### src/rtl/softex_pkg.sv
// Shared SoftEx types and constants used by the streamer-side helpers.
package softex_pkg;

   localparam int unsigned DATA_W = 32;

   // Only the job length is consumed by the strobe packer.
   typedef struct packed {
      logic [31:0] tot_len;
   } hci_addressgen_ctrl_t;

   typedef struct packed {
      hci_addressgen_ctrl_t addressgen_ctrl;
   } hci_streamer_ctrl_t;

   typedef enum logic [1:0] {
      RUN,
      FLUSH,
      DRAIN
   } softex_strb_packer_state_e;

endpackage

### src/rtl/hwpe_stream_intf_stream.sv
// Minimal HWPE stream interface: valid/ready handshake with byte strobes.
interface hwpe_stream_intf_stream #(
   parameter int unsigned DATA_WIDTH = 32,
   parameter int unsigned STRB_WIDTH = DATA_WIDTH / 8
);

   logic                  valid;
   logic                  ready;
   logic [DATA_WIDTH-1:0] data;
   logic [STRB_WIDTH-1:0] strb;

   modport source (output valid, output data, output strb, input ready);
   modport sink   (input valid, input data, input strb, output ready);

endinterface

### src/rtl/softex_streamer_strb_packer.sv
// Repacks LSB-aligned partial-strobe beats into dense full-width beats,
// flushing the leftover bytes as one partial beat at end of job.
module softex_streamer_strb_packer
   import softex_pkg::*;
#(
   parameter int unsigned DW = DATA_W
) (
   input  logic                   clk_i,
   input  logic                   rst_i,
   input  logic                   clear_i,
   input  hci_streamer_ctrl_t     stream_ctrl_i,
   hwpe_stream_intf_stream.sink   stream_i,
   hwpe_stream_intf_stream.source stream_o,
   output logic                   done_o
);

   localparam int unsigned N  = DW / 8;
   localparam int unsigned CW = $clog2(N) + 1;
   localparam int unsigned MW = (2 * N - 1) * 8;

   // Strobe with the lowest cnt bits set.
   function automatic logic [N-1:0] strb_mask(input logic [CW-1:0] cnt);
      logic [N-1:0] m;
      for (int i = 0; i < N; i++) begin
         m[i] = (i < int'(cnt));
      end
      return m;
   endfunction

   softex_strb_packer_state_e state_q, state_d;

   logic [31:0]        cnt_q;
   logic [(N-1)*8-1:0] res_q;
   logic [CW-1:0]      res_cnt_q;
   logic               out_valid_q;
   logic [DW-1:0]      out_data_q;
   logic [N-1:0]       out_strb_q;

   logic [CW-1:0] k;
   logic [CW-1:0] sum;
   logic [CW-1:0] rem;
   logic [CW-1:0] new_res_cnt;
   logic          full;
   logic          last;
   logic          out_free;
   logic          in_ready;
   logic          in_hs;
   logic          out_hs;
   logic          flush_load;
   logic          done;
   logic [MW-1:0] res_ext;
   logic [MW-1:0] in_ext;
   logic [MW-1:0] merged;

   assign out_free    = !out_valid_q | stream_o.ready;
   assign in_ready    = (state_q == RUN) & out_free;
   assign in_hs       = stream_i.valid & in_ready;
   assign out_hs      = out_valid_q & stream_o.ready;
   assign last        = (cnt_q == (stream_ctrl_i.addressgen_ctrl.tot_len - 32'd1));
   assign sum         = res_cnt_q + k;
   assign full        = (sum >= CW'(N));
   assign rem         = sum - CW'(N);
   assign new_res_cnt = full ? rem : sum;
   assign res_ext     = {{(N*8){1'b0}}, res_q};
   assign in_ext      = {{((N-1)*8){1'b0}}, stream_i.data};

   // Count valid input bytes; the strobe is LSB-contiguous so popcount is the length.
   always_comb begin
      k = '0;
      for (int i = 0; i < N; i++) begin
         k = k + CW'(stream_i.strb[i]);
      end
   end

   // Concatenate residual bytes and valid input bytes; unused positions stay zero.
   always_comb begin
      merged = '0;
      for (int i = 0; i < 2 * N - 1; i++) begin
         if (i < int'(res_cnt_q)) begin
            merged[i*8 +: 8] = res_ext[i*8 +: 8];
         end else if ((i - int'(res_cnt_q)) < int'(k)) begin
            merged[i*8 +: 8] = in_ext[(i - int'(res_cnt_q))*8 +: 8];
         end
      end
   end

   // Next-state logic: accept beats, then flush leftovers, then wait for the output to empty.
   always_comb begin
      state_d    = state_q;
      flush_load = 1'b0;
      done       = 1'b0;
      unique case (state_q)
         RUN: begin
            if (in_hs && last) begin
               state_d = (new_res_cnt != '0) ? FLUSH : DRAIN;
            end
         end
         FLUSH: begin
            if (out_free) begin
               flush_load = 1'b1;
               state_d    = DRAIN;
            end
         end
         DRAIN: begin
            if (out_free) begin
               done    = 1'b1;
               state_d = RUN;
            end
         end
         default: state_d = RUN;
      endcase
   end

   // State register.
   always_ff @(posedge clk_i) begin
      if (rst_i || clear_i) begin
         state_q <= RUN;
      end else begin
         state_q <= state_d;
      end
   end

   // Beat counter, residual buffer and single-entry output register.
   always_ff @(posedge clk_i) begin
      if (rst_i || clear_i) begin
         cnt_q       <= '0;
         res_q       <= '0;
         res_cnt_q   <= '0;
         out_valid_q <= 1'b0;
         out_data_q  <= '0;
         out_strb_q  <= '0;
      end else begin
         if (out_hs) begin
            out_valid_q <= 1'b0;
            out_data_q  <= '0;
            out_strb_q  <= '0;
         end
         if (in_hs) begin
            cnt_q <= last ? 32'd0 : cnt_q + 32'd1;
            if (full) begin
               out_valid_q <= 1'b1;
               out_data_q  <= merged[N*8-1:0];
               out_strb_q  <= '1;
               res_q       <= merged[MW-1:N*8];
               res_cnt_q   <= rem;
            end else begin
               res_q     <= merged[(N-1)*8-1:0];
               res_cnt_q <= sum;
            end
         end
         if (flush_load) begin
            out_valid_q <= 1'b1;
            out_data_q  <= {8'h00, res_q};
            out_strb_q  <= strb_mask(res_cnt_q);
            res_q       <= '0;
            res_cnt_q   <= '0;
         end
      end
   end

   assign stream_i.ready = in_ready;
   assign stream_o.valid = out_valid_q;
   assign stream_o.data  = out_data_q;
   assign stream_o.strb  = out_strb_q;
   assign done_o         = done;

endmodule
### src/flat_wrapper.sv
// flat-port wrapper written by rule: the top's interface ports become plain ports
module softex_streamer_strb_packer_flat import softex_pkg::*;
#(
   parameter int unsigned DW = DATA_W
)
  (clk_i, rst_i, clear_i, stream_ctrl_i, done_o, stream_i_valid, stream_i_data, stream_i_strb, stream_i_ready, stream_o_valid, stream_o_data, stream_o_strb, stream_o_ready);
  hwpe_stream_intf_stream stream_i_i ();
  hwpe_stream_intf_stream stream_o_i ();
  input  logic clk_i;
  input  logic rst_i;
  input  logic clear_i;
  input  hci_streamer_ctrl_t stream_ctrl_i;
  output logic done_o;
  input wire logic [$bits(stream_i_i.valid)-1:0] stream_i_valid;
  input wire logic [$bits(stream_i_i.data)-1:0] stream_i_data;
  input wire logic [$bits(stream_i_i.strb)-1:0] stream_i_strb;
  output wire logic [$bits(stream_i_i.ready)-1:0] stream_i_ready;
  output wire logic [$bits(stream_o_i.valid)-1:0] stream_o_valid;
  output wire logic [$bits(stream_o_i.data)-1:0] stream_o_data;
  output wire logic [$bits(stream_o_i.strb)-1:0] stream_o_strb;
  input wire logic [$bits(stream_o_i.ready)-1:0] stream_o_ready;
  assign stream_i_i.valid = stream_i_valid;
  assign stream_i_i.data = stream_i_data;
  assign stream_i_i.strb = stream_i_strb;
  assign stream_i_ready = stream_i_i.ready;
  assign stream_o_valid = stream_o_i.valid;
  assign stream_o_data = stream_o_i.data;
  assign stream_o_strb = stream_o_i.strb;
  assign stream_o_i.ready = stream_o_ready;
  softex_streamer_strb_packer #(.DW(DW)) u_core (.clk_i(clk_i), .rst_i(rst_i), .clear_i(clear_i), .stream_ctrl_i(stream_ctrl_i), .stream_i(stream_i_i), .stream_o(stream_o_i), .done_o(done_o));
endmodule
### config.mk
export PLATFORM = sky130hd
export DESIGN_NAME = softex_streamer_strb_packer_flat
export DESIGN_NICKNAME = d
export VERILOG_FILES = /design/src/rtl/softex_pkg.sv /design/src/rtl/hwpe_stream_intf_stream.sv /design/src/rtl/softex_streamer_strb_packer.sv /design/src/flat_wrapper.sv
export SDC_FILE = /design/constraint.sdc
export NUM_CORES = 1
export LEC_CHECK = 0
export ABC_AREA = 1
export BUFFER_PORTS_ARGS = -buffer_cell sky130_fd_sc_hd__buf_4
export CAP_MARGIN = 10
export CORE_ASPECT_RATIO = 1.4
export CORE_MARGIN = 1.5
export CORE_UTILIZATION = 59
export DETAILED_ROUTE_END_ITERATION = 7
export HOLD_SLACK_MARGIN = 0.15
export PLACE_DENSITY = 0.82
export SLEW_MARGIN = 5
export SYNTH_ARGS = -nofsm -noshare
export SYNTH_HDL_FRONTEND = slang
export SYNTH_SLANG_ARGS = --single-unit
### constraint.sdc
create_clock -name clk_i -period 4 [get_ports clk_i]
set_input_delay 0.8 -clock clk_i [delete_from_list [all_inputs] [get_ports clk_i]]
set_output_delay 0.8 -clock clk_i [all_outputs]
set_load 0.01 [all_outputs]
==> results by group <==
Setup path
  – CP bufs+invs: 4
  – Slowest stage cell, crit path: fa_1
  – Worst setup SP type: input port
  – Worst EP arrival: about 3900 ps
  – CP Cell Sequence: buf_4 > ha_1 > inv_1 > fa_1 > inv_1 > ha_1 > inv_1 > fa_1 > xnor2_1 > nand2_2 > nor4_2 > nand2_1 > a21oi_1 > a221oi_1 > nor2_1
  – Max Fanout on Critical Path: 15
  – Critical path class: input port to flip-flop
  – Reg2reg setup slack: between 600 and 700 ps
  – R2R cell count: 13
  – Worst setup EP type: flip-flop
  – Crit path from: stream_i_strb[0]
  – CP peak stage delay: approximately 430 ps
  – Delay-heaviest family, CP: adder cells
  – R2R Path Start: u_core.res_cnt_q[1]
  – Reg-to-reg endpoint: u_core.stream_o.data[16]
  – CP dominant cell by count: inv_1
  – CP Data Required Time: ~4300 ps

STA
  – Total Neg Setup Slack: 0 ps
  – Peak Freq: ~0.28 GHz
  – Hold violation total from the final report: 0
  – Slew Viols, Final: 0
  – Final setup violation count: 0
  – Tcrit/Tclk final: 89.82%
  – Unrepaired setup endpoints after global routing: no
  – Clock skew: 6.720 ps
  – PnR worst setup slack: around 400 ps
  – Relative slew slack: 40.14%
  – Slew of the pin with the lowest slew margin: 894.6 ps
  – Crit path time final: approximately 3600 ps

Run status
  – Status: finished clean

Clock network
  – CTS HTree Levels: 3
  – Post_cts resized: 0
  – Clk Latency, worst-skew pair: ~350 ps
  – CTS root buffer: clkbuf_16
  – CTS sink cnt: 98
  – Worst-path clk slew: roughly 70 ps
  – CTS Buf Count: 9
  – Clock Path Buffers: 2
  – Hold-fix buffers, CTS: 0
  – CTS tree: done
  – Post-CTS Setup Bufs: 0

Logic synthesis
  – Largest family of logic cells by synthesized area: simple AND/OR/NAND/NOR gates
  – Synth async-reset ratio: 0%
  – Mapped cell area: ~0.0081 sq mm
  – Synth area leaders: dfxtp_1, nand2_1, inv_1
  – Syn nets: about 1,400
  – Warning count from the yosys run: 0
  – Share of the synthesized area in the top cell type: about a quarter
  – Post-synthesis compound-gate area fraction: about a fifth
  – Post-Synth XOR/XNOR Area: roughly 5%
  – Post-Synth Adder-Cell Area: ~4.8%
  – Post-synthesis mux area share: less than 1%
  – Synth Area in Simple Gates: around a third
  – Sequential share of the synthesized area: between 20% and 30%
  – Avg Cell Area, Syn: roughly 6.3 sq um
  – Post-Synthesis Cells: 1,285
  – Ys flop type: dfxtp_1
  – Distinct cells, synth: 54
  – Biggest area consumer among synthesized cells: dfxtp_1
  – Post-synth EDFFs: 0
  – FF+latch count, synth: 98

Global route
  – Met2 usage: a little over three fifths
  – Global-route usage over all layers: a little over a third
  – Busiest layer in global routing: met2
  – Largest net degree at the start of global routing: 65
  – Vias in the first global route: between 8,000 and 9,000
  – First-pass GRT wire length: between 40,000 and 50,000 um
  – Met3 GRT Util: under 10%
  – Antenna violations before repair: 0
  – GR Layer Usage met1: around 40%
  – Grt total ovfl: 0

Pwr
  – Leakage: 4.273 nW
  – VDD IR max: 234.1 uV
  – Pwr Density: around 270 mW/mm^2

Place
  – PortBufs: between 100 and 150
  – Place WS: between 60 and 70 ps
  – Post-detail-place hpwl: between 15,000 and 20,000 um
  – Placer congestion estimate: approximately 0.98

Worst hold path
  – Hold WC Path Type: flip-flop to flip-flop
  – Worst hold start: u_core.stream_o.data[30]
  – Hold Path Sink: u_core.stream_o.data[30]
  – Hold path cells: 2

Finish
  – Fraction of layout instances using a drive strength above 1: between 15 and 20%
  – Diode count: 0
  – Area Growth Syn to Fin: 16.00%
  – Fillcell total: between 1,000 and 1,500
  – Fin nets: approximately 1,500

Route
  – Routed Antenna Nets: 0
  – Wirelength per Cell: between 15 and 20 um
  – Vias per cell: just under 6
  – Final WL: ~25,000 um
  – DRT Pass-1 Iters: 5
  – Iteration-0 DRC Markers: between 500 and 600
  – DR DRC count: 0
  – Vias: around 9,000

Die
  – Total I/O pin count: 112
  – Initial Utilization: about three fifths
  – Number of cell rows: 50
  – Die height: ~140 um
  – Die area: between 0.01 and 0.015 sq mm
  – Die outline width: a little over 100 um
  – Core ar.: 0.01339 sq mm

Job
  – Max Cap Violations: 0
-- cell type report --
type                    instances  area, sq um  area share [%]
clock inverters                 7        60.06          0.6383
inverters                     184        690.7           7.340
well taps                     182        227.7           2.420
flip-flops and latches         98         1963           20.86
repair buffers                131        996.0           10.59
clock buffers                   9        225.2           2.394
multi-input cells             950         5246           55.76
-- metal layers --
layer / vias up / routed length, um
li1: 4447 / -
met1: 4052 / 9492
met2: 393 / 13000
met3: 100 / 1456
met4: 0 / 1400
met5: - / 0
-- worst min-delay path: cells and delay by family (launching register included) --
family / cells / cell delay (ps)
compound gates: 1 / 60
flops: 1 / 310
simple gates: 1 / 70
-- synthesized netlist by cell type, types with 4 or more instances --
library cell and n:
nor2_4 8, buf_2 5, nor2_1 139, nor3_1 18
inv_1 178, nand4_1 24, nand3b_1 9, o21bai_1 4
nor2_2 14, nand2_4 5, o22ai_1 20, o211ai_1 5
xor2_1 30, clkbuf_1 45, dfxtp_1 98, xnor2_1 15
a221oi_1 34, o221ai_1 12, nand3_2 4, a31oi_1 25
a21oi_1 67, nand2_2 10, o2111ai_1 7, ha_1 26
clkinv_1 5, nor4_1 5, or2_1 6, nand3_1 63
or2_2 5, nand2_1 297, o21ai_0 70
-- stage by stage --
step / power (mW) / hold WS [ps] / std cells / utilization, % / cell area [sq um]
floorplan: 1.440 / 457.2 / 1285 / - / 8112
global placement: 1.660 / 472.6 / 1545 / 68.15 / 9124
detailed placement: 1.667 / 478.8 / 1545 / 68.15 / 9124
CTS: 2.503 / 489.5 / 1561 / 70.28 / 9409
global route: 2.618 / 519.5 / 1561 / 70.28 / 9409
finish: 2.517 / 486.3 / 1561 / 70.28 / 9409
-- state kept, by name, indices dropped and copies added, names as in the netlist --
register,count
u_core.cnt_q,32
u_core.res_cnt_q,3
u_core.res_q,24
u_core.state_q,2
u_core.stream_o.data,32
u_core.stream_o.strb,4
u_core.stream_o.valid,1
-- power breakdown --
| group | internal [mW] | switching (mW) | total (mW) |
|---|---|---|---|
| Sequential | 0.992 | 0.00969 | 1.00 |
| Combinational | 0.233 | 0.427 | 0.660 |
| Clock | 0.434 | 0.422 | 0.856 |
| Total | 1.66 | 0.859 | 2.52 |
-- layout by cell type, fill, tap and decap left out, drive strengths merged, types with 31 or more instances in the layout --
cell type	instances
dfxtp	98
inv	182
xor2	31
nor2	163
a21oi	69
nand3	68
a221oi	34
nand2	312
o21ai	72
buf	131
-- worst max path at each step --
stage	end	cells past startpoint	slack [ps]
after floorplan	u_core.stream_o.data[22]	17	450
after global placement	u_core.res_q[23]	15	210
after detailed placement	u_core.res_q[23]	15	70
after CTS	u_core.res_q[23]	15	430
after global routing	u_core.res_q[23]	15	140
final	u_core.res_q[23]	15	410
-- cells by family after synthesis --
family          count (synthesis)
simple gates                  618
buf+inv                       237
compound gates                256
mux                             1
flops                          98
xor+xnor                       46
fa+ha+maj                      29
No activity file was read; power rests on OpenSTA's default activity.
